<file path="config.mk">
export PLATFORM = sky130hd
export DESIGN_NAME = sm83_mcycle
export DESIGN_NICKNAME = d
export VERILOG_FILES = /design/src/rtl/sm83_mcycle.sv
export SDC_FILE = /design/constraint.sdc
export NUM_CORES = 1
export LEC_CHECK = 0
export CELL_PAD_IN_SITES_DETAIL_PLACEMENT = 1
export CELL_PAD_IN_SITES_GLOBAL_PLACEMENT = 1
export CORE_MARGIN = 1.5
export CORE_UTILIZATION = 36
export DETAILED_ROUTE_END_ITERATION = 8
export PLACE_DENSITY = 0.81
export SYNTH_ARGS = -nofsm -noshare
export SYNTH_HDL_FRONTEND = slang
export SYNTH_SLANG_ARGS = --single-unit
</file>
<file path="constraint.sdc">
create_clock -name clk -period 3.33 [get_ports clk]
set_clock_uncertainty 0.05 [all_clocks]
set_input_delay 0.999 -clock clk [delete_from_list [all_inputs] [get_ports clk]]
set_output_delay 0.999 -clock clk [all_outputs]
set_load 0.01 [all_outputs]
</file>
<file path="src/rtl/sm83_mcycle.sv">
// sm83_mcycle: machine-cycle bus sequencer for the sm83 core.
//
// Turns a single-cycle request from the control unit into a T1..T4 external bus
// cycle, with wait states inserted between T2 and T3. The wait states come from
// a static per-request count (wait_cfg, saturated to WAIT_MAX) and from ext_ready.
//
// Optional feature: define SM83_MCYCLE_TIMEOUT_EN to bound ready-stall waits to
// TIMEOUT_CYCLES. A timed-out read returns all-ones, and bus_err is flagged in T4.
// Without the macro, waits are unbounded and bus_err is constant 0.
//
// Ports:
//   clk, n_reset             clock, asynchronous active-low reset
//   start, mread, mwrite     request strobe and command (sampled in IDLE and T4)
//   ain, din, wait_cfg       request address, write data, static wait count
//   dout                     read-data latch
//   busy, done, bus_err      status (done/bus_err only during T4)
//   t1, t2, t3, t4, tw       one-hot T-state indicators
//   ext_adr, ext_dout        external address / write data
//   ext_din, ext_ready       external read data / ready (low = wait)
//   p_rd, n_rd, p_wr, n_wr   registered read/write strobes, true and complement
module sm83_mcycle #(
  parameter int unsigned ADR_WIDTH      = 16,
  parameter int unsigned WORD_SIZE      = 8,
  parameter int unsigned WAIT_MAX       = 3,
  parameter int unsigned TIMEOUT_CYCLES = 64,
  localparam int unsigned WW            = (WAIT_MAX < 1) ? 1 : $clog2(WAIT_MAX + 1)
) (
  input  logic                 clk,
  input  logic                 n_reset,
  input  logic                 start,
  input  logic                 mread,
  input  logic                 mwrite,
  input  logic [ADR_WIDTH-1:0] ain,
  input  logic [WORD_SIZE-1:0] din,
  input  logic [WW-1:0]        wait_cfg,
  output logic [WORD_SIZE-1:0] dout,
  output logic                 busy,
  output logic                 done,
  output logic                 bus_err,
  output logic                 t1,
  output logic                 t2,
  output logic                 t3,
  output logic                 t4,
  output logic                 tw,
  output logic [ADR_WIDTH-1:0] ext_adr,
  output logic [WORD_SIZE-1:0] ext_dout,
  input  logic [WORD_SIZE-1:0] ext_din,
  input  logic                 ext_ready,
  output logic                 p_rd,
  output logic                 n_rd,
  output logic                 p_wr,
  output logic                 n_wr
);

  typedef enum logic [2:0] {StIdle, StT1, StT2, StTw, StT3, StT4} state_e;

  state_e               state_q, state_d;
  logic [WW-1:0]        wc_q, wc_d, wait_sat;
  logic                 cmd_rd_q, cmd_rd_d, cmd_wr_q, cmd_wr_d;
  logic                 accept;
  logic [ADR_WIDTH-1:0] ext_adr_q;
  logic [WORD_SIZE-1:0] ext_dout_q, dout_q, rd_data;

  // Next-cycle values of the registered outputs.
  logic t1_d, t2_d, t3_d, t4_d, tw_d, busy_d, done_d, bus_err_d, p_rd_d, p_wr_d;
  logic t1_q, t2_q, t3_q, t4_q, tw_q, busy_q, done_q, bus_err_q, p_rd_q, p_wr_q;
  logic n_rd_q, n_wr_q;

`ifdef SM83_MCYCLE_TIMEOUT_EN
  localparam int unsigned TOW = (TIMEOUT_CYCLES < 2) ? 1 : $clog2(TIMEOUT_CYCLES + 1);
  logic [TOW-1:0] to_cnt_q, to_cnt_d;
  logic           to_q, to_d;
`else
  logic [31:0] unused_timeout;
  assign unused_timeout = TIMEOUT_CYCLES;
`endif

  assign wait_sat = (32'(wait_cfg) > WAIT_MAX) ? WW'(WAIT_MAX) : wait_cfg;

  // State register, request latches and wait counters.
  always_ff @(posedge clk or negedge n_reset) begin
    if (!n_reset) begin
      state_q  <= StIdle;
      wc_q     <= '0;
      cmd_rd_q <= 1'b0;
      cmd_wr_q <= 1'b0;
`ifdef SM83_MCYCLE_TIMEOUT_EN
      to_cnt_q <= '0;
      to_q     <= 1'b0;
`endif
    end else begin
      state_q  <= state_d;
      wc_q     <= wc_d;
      cmd_rd_q <= cmd_rd_d;
      cmd_wr_q <= cmd_wr_d;
`ifdef SM83_MCYCLE_TIMEOUT_EN
      to_cnt_q <= to_cnt_d;
      to_q     <= to_d;
`endif
    end
  end

  // Next-state logic.
  always_comb begin
    state_d  = state_q;
    wc_d     = wc_q;
    cmd_rd_d = cmd_rd_q;
    cmd_wr_d = cmd_wr_q;
    accept   = 1'b0;
`ifdef SM83_MCYCLE_TIMEOUT_EN
    to_cnt_d = to_cnt_q;
    to_d     = to_q;
`endif
    unique case (state_q)
      StIdle: begin
        if (start) begin
          state_d = StT1;
          accept  = 1'b1;
        end
      end
      StT1: begin
        state_d = StT2;
`ifdef SM83_MCYCLE_TIMEOUT_EN
        to_cnt_d = '0;
`endif
      end
      StT2, StTw: begin
        // Static waits drain first; ext_ready only matters once wc is zero.
        if (wc_q != '0) begin
          wc_d    = wc_q - WW'(1);
          state_d = StTw;
        end else if (!ext_ready) begin
          state_d = StTw;
`ifdef SM83_MCYCLE_TIMEOUT_EN
          // Only TW cycles stalled on ready count toward the limit.
          if (state_q == StTw) begin
            to_cnt_d = to_cnt_q + TOW'(1);
            if (to_cnt_q == TOW'(TIMEOUT_CYCLES - 1)) begin
              state_d = StT3;
              to_d    = 1'b1;
            end
          end
`endif
        end else begin
          state_d = StT3;
        end
      end
      StT3: state_d = StT4;
      StT4: begin
        if (start) begin
          state_d = StT1;
          accept  = 1'b1;
        end else begin
          state_d = StIdle;
        end
      end
      default: state_d = StIdle;
    endcase

    if (accept) begin
      wc_d     = wait_sat;
      // Write wins when both are requested; neither means an internal cycle.
      cmd_wr_d = mwrite;
      cmd_rd_d = mread & ~mwrite;
`ifdef SM83_MCYCLE_TIMEOUT_EN
      to_d     = 1'b0;
`endif
    end
  end

  // Output decode of the next state; registered below so strobes never glitch.
  always_comb begin
    t1_d   = (state_d == StT1);
    t2_d   = (state_d == StT2);
    tw_d   = (state_d == StTw);
    t3_d   = (state_d == StT3);
    t4_d   = (state_d == StT4);
    busy_d = (state_d != StIdle);
    done_d = (state_d == StT4);
    p_rd_d = cmd_rd_d & (state_d inside {StT1, StT2, StTw, StT3});
    p_wr_d = cmd_wr_d & (state_d inside {StT2, StTw, StT3});
`ifdef SM83_MCYCLE_TIMEOUT_EN
    bus_err_d = (state_d == StT4) & to_d;
`else
    bus_err_d = 1'b0;
`endif
  end

`ifdef SM83_MCYCLE_TIMEOUT_EN
  assign rd_data = to_q ? '1 : ext_din;
`else
  assign rd_data = ext_din;
`endif

  // Registered outputs and data path.
  always_ff @(posedge clk or negedge n_reset) begin
    if (!n_reset) begin
      t1_q       <= 1'b0;
      t2_q       <= 1'b0;
      t3_q       <= 1'b0;
      t4_q       <= 1'b0;
      tw_q       <= 1'b0;
      busy_q     <= 1'b0;
      done_q     <= 1'b0;
      bus_err_q  <= 1'b0;
      p_rd_q     <= 1'b0;
      n_rd_q     <= 1'b1;
      p_wr_q     <= 1'b0;
      n_wr_q     <= 1'b1;
      ext_adr_q  <= '0;
      ext_dout_q <= '0;
      dout_q     <= '0;
    end else begin
      t1_q      <= t1_d;
      t2_q      <= t2_d;
      t3_q      <= t3_d;
      t4_q      <= t4_d;
      tw_q      <= tw_d;
      busy_q    <= busy_d;
      done_q    <= done_d;
      bus_err_q <= bus_err_d;
      p_rd_q    <= p_rd_d;
      n_rd_q    <= ~p_rd_d;
      p_wr_q    <= p_wr_d;
      n_wr_q    <= ~p_wr_d;
      if (accept) begin
        ext_adr_q  <= ain;
        ext_dout_q <= din;
      end
      if (state_q == StT3 && cmd_rd_q) begin
        dout_q <= rd_data;
      end
    end
  end

  assign t1       = t1_q;
  assign t2       = t2_q;
  assign t3       = t3_q;
  assign t4       = t4_q;
  assign tw       = tw_q;
  assign busy     = busy_q;
  assign done     = done_q;
  assign bus_err  = bus_err_q;
  assign p_rd     = p_rd_q;
  assign n_rd     = n_rd_q;
  assign p_wr     = p_wr_q;
  assign n_wr     = n_wr_q;
  assign ext_adr  = ext_adr_q;
  assign ext_dout = ext_dout_q;
  assign dout     = dout_q;

endmodule
</file>
==> qor.log <==
INFO  status         result_of_the_run=finished clean
INFO  cells_and_area antenna_cells_inserted=0
INFO  timing         timing_hold_violations_final=0
INFO  run            cap_viol_max_count=0
INFO  detailed_routing total_routed_length=4.44mm
INFO  timing         layout_worst_path_cycle_share=72.6%
INFO  place          dp.final_hpwl=3.20mm
INFO  critical_path  crit_slowest_cell=sky130_fd_sc_hd__dfstp_2
INFO  hold_path      hold_path.class=reg2reg
INFO  timing         grt_setup_unrepaired=false
INFO  detailed_routing drt_iter0_drc=40
INFO  logic_synthesis ys_warn_count=0
INFO  timing         worst-slew-pin-transition=1.07ns
INFO  global_routing grt-ovfl-total=0
INFO  power          post-layout-total-power=2.62mW
INFO  logic_synthesis syn_avg_cell_area=16.5µm²
INFO  critical_path  slowest_delay=0.54ns
INFO  logic_synthesis synth_area=2000µm²
INFO  floorplanning  core_region_area=5240µm²
INFO  critical_path  worstSetupStartpointType=register
INFO  timing         timing.final.crit_period=2.42ns
INFO  detailed_routing dr.pass1.iters=4
INFO  clocking       clkSinkCount=49
INFO  critical_path  critical_path_required_time=2.28ns
INFO  power          max_vdd_drop=0.433mV
INFO  timing         report.final.setup_viol=0
INFO  place          portBuffers=82
INFO  floorplanning  io_pins=84
INFO  power          power_leakage=1.31nW
INFO  cells_and_area multi_input_area=701µm²
INFO  cells_and_area layout-area-overhead-vs-synth=47.3%
INFO  clocking       insertion_delay=0.30ns
INFO  detailed_routing dr_total_vias=1297
INFO  detailed_routing wl_per_cell=16.1µm
INFO  clocking       clockBufferDepth=2
INFO  detailed_routing vias_per_std_cell=4.70
INFO  critical_path  number_of_buffers_and_inverters_on_the_critical_path=1
INFO  global_routing largest_net_degree_at_the_start_of_global_routing=50
INFO  timing         drv_slew=0
INFO  place          pre_cts_ws=0.680ns
INFO  global_routing first_pass_grt_wire_length=7.40mm
INFO  timing         setup_tns=0ns
INFO  cells_and_area area.sequential=1230µm²
INFO  cells_and_area finish.net_count=246
INFO  critical_path  path_delay_family=flip-flops
INFO  global_routing track_usage=15.9%
INFO  cells_and_area mostFrequentLayoutCell=sky130_fd_sc_hd__clkdlybuf4s50_1
INFO  logic_synthesis yosys_register_bits=49
INFO  clocking       cts_hold_repair.buffers=0
INFO  critical_path  timing_worst_setup_path_type=reg2out
INFO  clocking       cts_resized=0
INFO  detailed_routing ant_nets=0
INFO  floorplanning  std_cell_rows=26
INFO  detailed_routing drcViolationCount=0
INFO  critical_path  worst_ep_arrival_time=1.37ns
INFO  floorplanning  dieArea=6020µm²
INFO  clocking       cts_tree=yes
INFO  clocking       htreeDepth=2
INFO  logic_synthesis synth_top_cell_area_share=58.8%
INFO  logic_synthesis yosys-top-cells-area=sky130_fd_sc_hd__dfrtp_1 59%, sky130_fd_sc_hd__mux2_4 20%, sky130_fd_sc_hd__mux2_2 3.9%, sky130_fd_sc_hd__dfstp_2 2.6%, sky130_fd_sc_hd__buf_6 2.3%
INFO  global_routing grt_pass1_vias=1470
INFO  timing         timing.max_slew.rel_slack=28.4%
INFO  critical_path  startpoint=n_rd
INFO  clocking       cts-buffers-inserted=5
INFO  timing         hold-worst-slack=0.401ns
INFO  cells_and_area final_cell_mix=81 x sky130_fd_sc_hd__clkdlybuf4s50_1, 47 x sky130_fd_sc_hd__dfrtp_1, 27 x sky130_fd_sc_hd__mux2_4
INFO  hold_path      worstHoldStart=cmd_wr_q
INFO  floorplanning  chipHeight=77.6µm
INFO  cells_and_area drive_above_1_share=24.3%
INFO  floorplanning  die_wd=77.6µm
INFO  critical_path  critical_path.max_fanout=1
INFO  critical_path  crit_chain=clkdlybuf4s50_1
INFO  clocking       clk_pin_slew=0.10ns
INFO  critical_path  timing.rr.start=state_q[2]
INFO  logic_synthesis syn_nets=162
INFO  floorplanning  floorplan.initialDensity=38.2%
INFO  logic_synthesis synth.yosys.seq_area_share=61.4%
INFO  critical_path  endpoint_type_of_the_worst_setup_path=output pin
INFO  cells_and_area final.fill_count=521
INFO  clocking       post_cts_buffers=0
INFO  global_routing antenna_found_initial=0
INFO  power          areal_power_density_over_the_cells=890nW/µm²
INFO  timing         layout_setup_ws=0.911ns
INFO  logic_synthesis netlist-cell-type-count=32
INFO  logic_synthesis syn-instance-count=121
INFO  place          gp_congestion=0.727
INFO  clocking       clock_tree.root_cell=sky130_fd_sc_hd__clkbuf_8
INFO  logic_synthesis synth_top_cell_by_area=sky130_fd_sc_hd__dfrtp_1
INFO  timing         fmaxAchievable=413MHz
[cells in the mapped netlist]
| master | instances |
|---|---|
| sky130_fd_sc_hd__a2bb2oi_1 | 1 |
| sky130_fd_sc_hd__conb_1 | 1 |
| sky130_fd_sc_hd__mux2_4 | 27 |
| sky130_fd_sc_hd__nor3b_4 | 1 |
| sky130_fd_sc_hd__a22o_1 | 1 |
| sky130_fd_sc_hd__nor3_1 | 1 |
| sky130_fd_sc_hd__xnor2_1 | 1 |
| sky130_fd_sc_hd__or3_1 | 1 |
| sky130_fd_sc_hd__nor2_1 | 2 |
| sky130_fd_sc_hd__mux2i_1 | 1 |
| sky130_fd_sc_hd__xor2_1 | 1 |
| sky130_fd_sc_hd__ha_1 | 1 |
| sky130_fd_sc_hd__a311oi_1 | 1 |
| sky130_fd_sc_hd__dfstp_2 | 2 |
| sky130_fd_sc_hd__a22oi_1 | 1 |
| sky130_fd_sc_hd__and2_1 | 2 |
| sky130_fd_sc_hd__nor3b_1 | 1 |
| sky130_fd_sc_hd__buf_2 | 1 |
| sky130_fd_sc_hd__inv_1 | 2 |
| sky130_fd_sc_hd__buf_6 | 4 |
| sky130_fd_sc_hd__mux2_2 | 7 |
| sky130_fd_sc_hd__nor2b_1 | 1 |
| sky130_fd_sc_hd__or2_2 | 1 |
| sky130_fd_sc_hd__or2b_1 | 1 |
| sky130_fd_sc_hd__or3b_1 | 1 |
| sky130_fd_sc_hd__nand2_1 | 2 |
| sky130_fd_sc_hd__buf_4 | 2 |
| sky130_fd_sc_hd__dfrtp_1 | 47 |
| sky130_fd_sc_hd__nor2_2 | 1 |
| sky130_fd_sc_hd__and3_1 | 1 |
| sky130_fd_sc_hd__a21oi_1 | 2 |
| sky130_fd_sc_hd__mux2_1 | 2 |
[cells by family after synthesis]
kind of cell               share of synthesized area [%]
AOI/OAI and AO/OA                                   2.19
xor gates and xnor gates                           0.875
adders and majority gates                          0.625
buffers and inverters                               3.62
DFF                                                 61.4
muxes                                               25.8
other                                              0.187
and+or+nand+nor                                     5.31
[worst paths after layout]
path,end,slack [ns],cells past startpoint
max,n_rd,0.91,1
max reg2reg,ext_adr[8],1.46,4
max in group asynchronous,ext_adr[9],1.73,1
min reg2reg,n_wr,0.40,1
min,n_wr,0.40,1
min in group asynchronous,ext_adr[1],0.83,1
[per-stage QoR]
step | utilization (%) | instance area, µm² | std cells
finish | 56.3 | 2950 | 276
CTS | 56.3 | 2950 | 276
floorplan | - | 2000 | 121
global route | 56.3 | 2950 | 276
global placement | 54.5 | 2860 | 268
detailed placement | 54.5 | 2860 | 268
[layout make-up]
type	instances	share of cell area (%)
inverter	2	0.255
sequential	49	41.7
clock buffer	5	2.33
tap	70	2.97
multi-input combinational	63	23.8
timing repair buffer	84	28.2
clock inverter	3	0.849
[flip-flops by register name (all words and copies together) (netlist names), 2 cells and up]
name / flops
wc_q: 2
dout: 8
state_q: 3
ext_dout: 8
ext_adr: 16
[power by group]
| part | total (mW) | switching [mW] | internal (mW) |
|---|---|---|---|
| Clock | 0.360 | 0.208 | 0.152 |
| Sequential | 1.04 | 0.175 | 0.869 |
| Combinational | 1.22 | 0.414 | 0.805 |
[per-layer routing]
metal  vias to the layer above  routed length, µm  global-route usage [%]
met4                         0                  0                    2.73
li1                        581                  -                       -
met1                       655               1800                    19.0
met5                         -                  0                       0
met2                        61               2290                    28.2
met3                         0                338                    5.18
(Power assumes the default switching activity.)
